==> config.mk <==
export PLATFORM = sky130hd
export DESIGN_NAME = control_unit_flat
export DESIGN_NICKNAME = d
export VERILOG_FILES = /design/src/rtl/cpu_pkg.sv /design/src/rtl/control_unit_if.sv /design/src/rtl/instr_decode.sv /design/src/rtl/control_unit.sv /design/src/flat_wrapper.sv
export SDC_FILE = /design/constraint.sdc
export NUM_CORES = 1
export LEC_CHECK = 0
export CAP_MARGIN = 10
export CORE_UTILIZATION = 49
export CTS_CLUSTER_DIAMETER = 150
export DETAILED_ROUTE_END_ITERATION = 6
export PLACE_DENSITY = 0.92
export SLEW_MARGIN = 10
export SYNTH_ARGS = -nofsm -noshare
export SYNTH_HDL_FRONTEND = slang
export SYNTH_HIERARCHICAL = 1
export SYNTH_SLANG_ARGS = --single-unit
export TNS_END_PERCENT = 100
==> constraint.sdc <==
create_clock -name clock -period 3.1 [get_ports clock]
set_input_delay 0.775 -clock clock [delete_from_list [all_inputs] [get_ports clock]]
set_output_delay 0.775 -clock clock [all_outputs]
set_load 0.02 [all_outputs]
==> src/rtl/cpu_pkg.sv <==
// Shared types and field positions for the 16-bit CPU core.
package cpu_pkg;

  localparam int unsigned DATA_W     = 16;
  localparam int unsigned REG_ADDR_W = 3;

  // Instruction field bit positions
  localparam int unsigned OP_MSB   = 15;
  localparam int unsigned OP_LSB   = 12;
  localparam int unsigned RD_MSB   = 11;
  localparam int unsigned RD_LSB   = 9;
  localparam int unsigned RS_MSB   = 8;
  localparam int unsigned RS_LSB   = 6;
  localparam int unsigned RT_MSB   = 5;
  localparam int unsigned RT_LSB   = 3;
  localparam int unsigned IMM6_MSB = 5;
  localparam int unsigned IMM8_MSB = 7;

  typedef enum logic [3:0] {
    OpNop  = 4'h0,
    OpAdd  = 4'h1,
    OpSub  = 4'h2,
    OpAnd  = 4'h3,
    OpOr   = 4'h4,
    OpXor  = 4'h5,
    OpAddi = 4'h6,
    OpLdi  = 4'h7,
    OpBz   = 4'h8,
    OpJr7  = 4'h9,
    OpHalt = 4'hF
  } opcode_t;

  typedef enum logic [2:0] {
    AluAdd = 3'd0,
    AluSub = 3'd1,
    AluAnd = 3'd2,
    AluOr  = 3'd3,
    AluXor = 3'd4
  } alu_op_t;

  typedef enum logic [2:0] {
    StFetch     = 3'd0,
    StDecode    = 3'd1,
    StExecute   = 3'd2,
    StWriteback = 3'd3,
    StHalted    = 3'd4
  } state_t;

  function automatic logic [DATA_W-1:0] sext6(input logic [IMM6_MSB:0] v);
    return {{(DATA_W - IMM6_MSB - 1){v[IMM6_MSB]}}, v};
  endfunction

endpackage

==> src/rtl/control_unit_if.sv <==
// Fetch handshake, register_file and ALU/writeback control bundle of control_unit.
interface control_unit_if
  import cpu_pkg::*;
#(
  parameter int unsigned PC_W = 8
);
  logic [DATA_W-1:0]     instr;
  logic                  instr_valid;
  logic                  instr_ready;
  logic [PC_W-1:0]       pc;
  logic [DATA_W-1:0]     rs_data;
  logic [DATA_W-1:0]     r7_data;
  logic [REG_ADDR_W-1:0] rs_addr;
  logic [REG_ADDR_W-1:0] rt_addr;
  logic [REG_ADDR_W-1:0] rd_addr;
  logic                  rf_write;
  logic [2:0]            alu_op;
  logic                  alu_src_imm;
  logic                  wb_sel_imm;
  logic [DATA_W-1:0]     imm;
  logic                  halted;

  modport master (
    input  instr, instr_valid, rs_data, r7_data,
    output instr_ready, pc, rs_addr, rt_addr, rd_addr, rf_write,
           alu_op, alu_src_imm, wb_sel_imm, imm, halted
  );

  modport slave (
    output instr, instr_valid, rs_data, r7_data,
    input  instr_ready, pc, rs_addr, rt_addr, rd_addr, rf_write,
           alu_op, alu_src_imm, wb_sel_imm, imm, halted
  );
endinterface

==> src/rtl/instr_decode.sv <==
// Combinational instruction decoder. BRANCH_EN enables BZ/JR7; otherwise they decode as NOP.
module instr_decode
  import cpu_pkg::*;
(
  input  logic [DATA_W-1:0]     ir,
  output logic [REG_ADDR_W-1:0] rs_addr,
  output logic [REG_ADDR_W-1:0] rt_addr,
  output logic [REG_ADDR_W-1:0] rd_addr,
  output alu_op_t               alu_op,
  output logic                  alu_src_imm,
  output logic                  wb_sel_imm,
  output logic [DATA_W-1:0]     imm,
  output logic                  writes_rd,
  output logic                  is_bz,
  output logic                  is_jr7,
  output logic                  is_halt
);

  opcode_t op;

  assign op      = opcode_t'(ir[OP_MSB:OP_LSB]);
  assign rs_addr = ir[RS_MSB:RS_LSB];
  assign rt_addr = ir[RT_MSB:RT_LSB];
  assign rd_addr = ir[RD_MSB:RD_LSB];

  // Opcode to control bits; unknown opcodes fall through as NOP
  always_comb begin
    alu_op      = AluAdd;
    alu_src_imm = 1'b0;
    wb_sel_imm  = 1'b0;
    imm         = sext6(ir[IMM6_MSB:0]);
    writes_rd   = 1'b0;
    is_bz       = 1'b0;
    is_jr7      = 1'b0;
    is_halt     = 1'b0;
    case (op)
      OpAdd: begin alu_op = AluAdd; writes_rd = 1'b1; end
      OpSub: begin alu_op = AluSub; writes_rd = 1'b1; end
      OpAnd: begin alu_op = AluAnd; writes_rd = 1'b1; end
      OpOr:  begin alu_op = AluOr;  writes_rd = 1'b1; end
      OpXor: begin alu_op = AluXor; writes_rd = 1'b1; end
      OpAddi: begin
        alu_src_imm = 1'b1;
        writes_rd   = 1'b1;
      end
      OpLdi: begin
        wb_sel_imm = 1'b1;
        imm        = DATA_W'(ir[IMM8_MSB:0]);
        writes_rd  = 1'b1;
      end
`ifdef BRANCH_EN
      OpBz:  is_bz  = 1'b1;
      OpJr7: is_jr7 = 1'b1;
`endif
      OpHalt: is_halt = 1'b1;
      default: ;
    endcase
  end

endmodule

==> src/rtl/control_unit.sv <==
// Multi-cycle FETCH/DECODE/EXECUTE/WRITEBACK control FSM owning the program counter.
// Optional macro BRANCH_EN (handled in instr_decode) enables BZ and JR7.
// PC_W is assumed to be at most 16.
module control_unit
  import cpu_pkg::*;
#(
  parameter int unsigned     PC_W     = 8,
  parameter logic [PC_W-1:0] RESET_PC = '0
) (
  input logic            clock,
  input logic            reset,
  control_unit_if.master bus
);

  state_t                state_q, state_d;
  logic [PC_W-1:0]       pc_q, pc_d;
  logic [DATA_W-1:0]     ir_q;
  logic [REG_ADDR_W-1:0] rs_addr_q, rt_addr_q, rd_addr_q;
  alu_op_t               alu_op_q;
  logic                  alu_src_imm_q, wb_sel_imm_q;
  logic [DATA_W-1:0]     imm_q;
  logic                  writes_q, bz_q, jr7_q, halt_q;
  logic                  taken_q;
  logic [PC_W-1:0]       r7_q;

  logic [REG_ADDR_W-1:0] dec_rs, dec_rt, dec_rd;
  alu_op_t               dec_alu_op;
  logic                  dec_src_imm, dec_wb_imm, dec_writes, dec_bz, dec_jr7, dec_halt;
  logic [DATA_W-1:0]     dec_imm;

  instr_decode u_decode (
    .ir          (ir_q),
    .rs_addr     (dec_rs),
    .rt_addr     (dec_rt),
    .rd_addr     (dec_rd),
    .alu_op      (dec_alu_op),
    .alu_src_imm (dec_src_imm),
    .wb_sel_imm  (dec_wb_imm),
    .imm         (dec_imm),
    .writes_rd   (dec_writes),
    .is_bz       (dec_bz),
    .is_jr7      (dec_jr7),
    .is_halt     (dec_halt)
  );

  // Next state and pc; pc only moves at the end of WRITEBACK
  always_comb begin
    state_d = state_q;
    pc_d    = pc_q;
    case (state_q)
      StFetch:     if (bus.instr_valid) state_d = StDecode;
      StDecode:    state_d = StExecute;
      StExecute:   state_d = StWriteback;
      StWriteback: begin
        if (halt_q) begin
          state_d = StHalted;
        end else begin
          state_d = StFetch;
          if (jr7_q)        pc_d = r7_q;
          else if (taken_q) pc_d = pc_q + PC_W'(signed'(imm_q));
          else              pc_d = pc_q + PC_W'(1);
        end
      end
      StHalted:    state_d = StHalted;
      default:     state_d = StFetch;
    endcase
  end

  // FSM state and pc
  always_ff @(posedge clock or posedge reset) begin
    if (reset) begin
      state_q <= StFetch;
      pc_q    <= RESET_PC;
    end else begin
      state_q <= state_d;
      pc_q    <= pc_d;
    end
  end

  // Instruction capture on handshake, decoded controls held from DECODE through WRITEBACK
  always_ff @(posedge clock or posedge reset) begin
    if (reset) begin
      ir_q          <= '0;
      rs_addr_q     <= '0;
      rt_addr_q     <= '0;
      rd_addr_q     <= '0;
      alu_op_q      <= AluAdd;
      alu_src_imm_q <= 1'b0;
      wb_sel_imm_q  <= 1'b0;
      imm_q         <= '0;
      writes_q      <= 1'b0;
      bz_q          <= 1'b0;
      jr7_q         <= 1'b0;
      halt_q        <= 1'b0;
    end else if (state_q == StFetch && bus.instr_valid) begin
      ir_q <= bus.instr;
    end else if (state_q == StDecode) begin
      rs_addr_q     <= dec_rs;
      rt_addr_q     <= dec_rt;
      rd_addr_q     <= dec_rd;
      alu_op_q      <= dec_alu_op;
      alu_src_imm_q <= dec_src_imm;
      wb_sel_imm_q  <= dec_wb_imm;
      imm_q         <= dec_imm;
      writes_q      <= dec_writes;
      bz_q          <= dec_bz;
      jr7_q         <= dec_jr7;
      halt_q        <= dec_halt;
    end
  end

  // Branch condition and jump target sampled at the end of EXECUTE
  always_ff @(posedge clock or posedge reset) begin
    if (reset) begin
      taken_q <= 1'b0;
      r7_q    <= '0;
    end else if (state_q == StExecute) begin
      taken_q <= bz_q && (bus.rs_data == '0);
      r7_q    <= bus.r7_data[PC_W-1:0];
    end
  end

  // Outputs; rf_write decodes from state so reset kills it immediately
  always_comb begin
    bus.instr_ready = (state_q == StFetch);
    bus.halted      = (state_q == StHalted);
    bus.rf_write    = (state_q == StWriteback) && writes_q;
    bus.pc          = pc_q;
    bus.rs_addr     = rs_addr_q;
    bus.rt_addr     = rt_addr_q;
    bus.rd_addr     = rd_addr_q;
    bus.alu_op      = alu_op_q;
    bus.alu_src_imm = alu_src_imm_q;
    bus.wb_sel_imm  = wb_sel_imm_q;
    bus.imm         = imm_q;
  end

endmodule

==> src/flat_wrapper.sv <==
// flat-port wrapper written by rule: the top's interface ports become plain ports
module control_unit_flat import cpu_pkg::*;
#(
  parameter int unsigned     PC_W     = 8,
  parameter logic [PC_W-1:0] RESET_PC = '0
)
  (clock, reset, bus_instr, bus_instr_valid, bus_rs_data, bus_r7_data, bus_instr_ready, bus_pc, bus_rs_addr, bus_rt_addr, bus_rd_addr, bus_rf_write, bus_alu_op, bus_alu_src_imm, bus_wb_sel_imm, bus_imm, bus_halted);
  control_unit_if #(.PC_W(PC_W)) bus_i ();
  input logic clock;
  input logic reset;
  input wire logic [$bits(bus_i.instr)-1:0] bus_instr;
  input wire logic [$bits(bus_i.instr_valid)-1:0] bus_instr_valid;
  input wire logic [$bits(bus_i.rs_data)-1:0] bus_rs_data;
  input wire logic [$bits(bus_i.r7_data)-1:0] bus_r7_data;
  output wire logic [$bits(bus_i.instr_ready)-1:0] bus_instr_ready;
  output wire logic [$bits(bus_i.pc)-1:0] bus_pc;
  output wire logic [$bits(bus_i.rs_addr)-1:0] bus_rs_addr;
  output wire logic [$bits(bus_i.rt_addr)-1:0] bus_rt_addr;
  output wire logic [$bits(bus_i.rd_addr)-1:0] bus_rd_addr;
  output wire logic [$bits(bus_i.rf_write)-1:0] bus_rf_write;
  output wire logic [$bits(bus_i.alu_op)-1:0] bus_alu_op;
  output wire logic [$bits(bus_i.alu_src_imm)-1:0] bus_alu_src_imm;
  output wire logic [$bits(bus_i.wb_sel_imm)-1:0] bus_wb_sel_imm;
  output wire logic [$bits(bus_i.imm)-1:0] bus_imm;
  output wire logic [$bits(bus_i.halted)-1:0] bus_halted;
  assign bus_i.instr = bus_instr;
  assign bus_i.instr_valid = bus_instr_valid;
  assign bus_i.rs_data = bus_rs_data;
  assign bus_i.r7_data = bus_r7_data;
  assign bus_instr_ready = bus_i.instr_ready;
  assign bus_pc = bus_i.pc;
  assign bus_rs_addr = bus_i.rs_addr;
  assign bus_rt_addr = bus_i.rt_addr;
  assign bus_rd_addr = bus_i.rd_addr;
  assign bus_rf_write = bus_i.rf_write;
  assign bus_alu_op = bus_i.alu_op;
  assign bus_alu_src_imm = bus_i.alu_src_imm;
  assign bus_wb_sel_imm = bus_i.wb_sel_imm;
  assign bus_imm = bus_i.imm;
  assign bus_halted = bus_i.halted;
  control_unit #(.PC_W(PC_W), .RESET_PC(RESET_PC)) u_core (.clock(clock), .reset(reset), .bus(bus_i));
endmodule
==> flow_summary.ini <==
[timing]
worst_slew_pin_slew_ns = 0.858
final_hold_viol_count = 0
fin_setup_tns_ns = 0
finalClockSkew_ns = 0.00683
period_share_pct = 83.9
fmax_mhz = 385
rsz0062_at_grt = false
maxSlewHeadroom_pct = 42.7
maxSlewViolCount = 0
setup_viol_count_final = 0
post-route-min-period_ns = 2.60

[drt]
viasPerCell = 5.24
first_pass_iters = 4
drt_iter0_drc = 93
antenna_left = 0
drc_errors = 0
via_count = 2304
wire_per_inst_um = 16.0
wl_mm = 7.04

[floorplan]
io_pins = 92
std_cell_rows = 30
die_width_um = 86.1
die_y_um = 86.1
core_um2 = 6830
start_util_pct = 50.8
dieArea_um2 = 7420

[power]
p_per_area_nw_per_um2 = 1080
ir_drop_mv = 0.748
leakage_nw = 1.86

[grt]
grt_antenna_before_repair = 0
grt_max_degree = 42
grt_pass1_wl_mm = 11.5
grt_usage_pct = 20.5
grt_pass1_vias = 2434
overflow = 0

[layout]
fin_nets = 398
most-common-layout-cells = clkdlybuf4s50_1 (83), dfrtp_1 (70), mux2_2 (56), nand2_1 (12)
antenna_cells = 0
nFillCells = 528
syn_to_final_growth_pct = 27.5
drive_gt1_share_pct = 25.9
final_core_util_pct = 64.7
layout_commonest_cell = clkdlybuf4s50_1

[synth]
syn_inst = 276
ys_seq_area_share_pct = 50.5
synthArstFlopShare_pct = 100
synth_edf_count = 0
ys.flop_type = dfrtp_1
netlist_area_um2 = 3470
synth_cell_types = 48
synth_warnings = 6
synth_area_per_cell_um2 = 12.6
synth_seq_cells = 70

[run_status]
outcome = finished, final reports clean

[min_path]
min_path_type = reg -> reg

[worst_setup_path]
crit_type = reg -> out
crit_path_max_fanout = 6
arrival_ns = 1.83
required_ns = 2.32
startpoint_type = flip-flop
endpoint_kind = primary output

[clock_tree]
tritoncts = done
clockBufferDepth = 2
clk_pin_slew_worst_paths_ns = 0.08
cts.htree.levels = 3
cts_num_sinks = 70
ctsResizeCount = 0
cts_buffers = 9
clkLatencyLatePin_ns = 0.35
cts_root_buf = clkbuf_8
cts-hold-fix-buffers = 0
cts_setup_buffers = 0

[placed_design]
gp_congestion = 0.858
dp_hpwl_mm = 4.91
port_buffers = 83

[job]
max_cap_viol_count = 0
[final timing paths]
path,start,endpoint,slack [ns],cells after the start
max,u_core/state_q[1],bus_rf_write,0.50,4
min,u_core/ir_q[2],u_core/ir_q[2],0.51,1
max reg2reg,u_core/taken_q,u_core/bus.pc[7],0.84,9
min reg2reg,u_core/ir_q[2],u_core/ir_q[2],0.51,1
max in group asynchronous,reset,u_core/jr7_q,1.49,3
min in group asynchronous,reset,u_core/bus.imm[15],0.94,2
[through the flow]
stage | power, mW | cell area [um^2] | hold slack, ns | instances | setup WS [ns]
floorplan | 3.34 | 3470 | 0.472 | 277 | 0.557
global placement | 3.80 | 4180 | 0.484 | 424 | 0.885
detailed placement | 3.90 | 4180 | 0.490 | 424 | 0.860
CTS | 4.83 | 4420 | 0.506 | 440 | 0.467
global route | 5.07 | 4420 | 0.524 | 440 | 0.355
finish | 4.79 | 4420 | 0.506 | 440 | 0.500
[flip-flops by register name, summed over array words and instances, names as in the netlist]
name / flops
u_core/bus.imm: 16
u_core/ir_q: 16
u_core/bus.pc: 8
u_core/r7_q: 8
u_core/bus.alu_op: 3
u_core/bus.rd_addr: 3
u_core/bus.rs_addr: 3
u_core/bus.rt_addr: 3
u_core/state_q: 3
u_core/bus.alu_src_imm: 1
u_core/bus.wb_sel_imm: 1
u_core/bz_q: 1
u_core/halt_q: 1
u_core/jr7_q: 1
u_core/taken_q: 1
u_core/writes_q: 1
[cell type report]
type	instances	area [um^2]	share of cell area (%)
clock inverter	7	121	2.74
tap	96	120	2.72
multi-input combinational	168	1430	32.3
timing repair buffer	85	858	19.4
inverter	5	18.8	0.424
clock buffer	9	124	2.80
sequential	70	1750	39.6
[critical path: stages (launching register included)]
cell and delay, ns:
dfrtp_1 0.49, nand2_2 0.10, nor2_1 0.14, and2_1 0.14, clkdlybuf4s50_1 0.61
[routing by layer]
metal  part of all wire (%)  up-vias  GRT usage (%)  wire length, um
met5                      0        -              0                0
met4                    1.7        0           8.03              122
met3                    6.0       13           7.03              421
met2                     52       61           35.6             3630
met1                     41     1157           23.2             2870
li1                       -     1073              -                -
[cells by family (layout without fill, tap and decap cells)]
kind of cell | after synthesis | after routing | synth area share (%)
AOI/OAI and AO/OA | 30 | 30 | 5.27
xor gates and xnor gates | 3 | 3 | 0.757
adders and majority gates | 8 | 8 | 3.10
buffers and inverters | 39 | 106 | 8.44
DFF | 70 | 70 | 50.5
muxes | 63 | 63 | 20.8
other | 1 | 2 | 0.108
and+or+nand+nor | 62 | 62 | 11.1
[cell usage after synthesis (all sizes together), types with 2 or more instances]
cell	n	share of area, %
dfrtp	70	50
ha	7	2.5
and2	7	1.3
o21a	3	0.65
mux2i	3	0.87
and4bb	2	0.72
nor3	9	1.4
nand3	5	0.72
mux2	60	20
o21ai	10	1.4
nor2	7	0.76
nand2b	3	0.54
inv	5	0.54
a21o	2	0.43
buf	34	7.9
a21oi	9	1.3
nor2b	3	0.54
xnor2	2	0.50
nor3b	3	1.1
nand2	13	1.5
[where the power goes]
part	internal (mW)	total (mW)	switching, mW
sequential	1.37	1.75	0.381
combinational	1.19	2.15	0.959
clock	0.536	0.896	0.360
total	3.09	4.79	1.70
No activity file was read; power rests on OpenSTA's default activity.
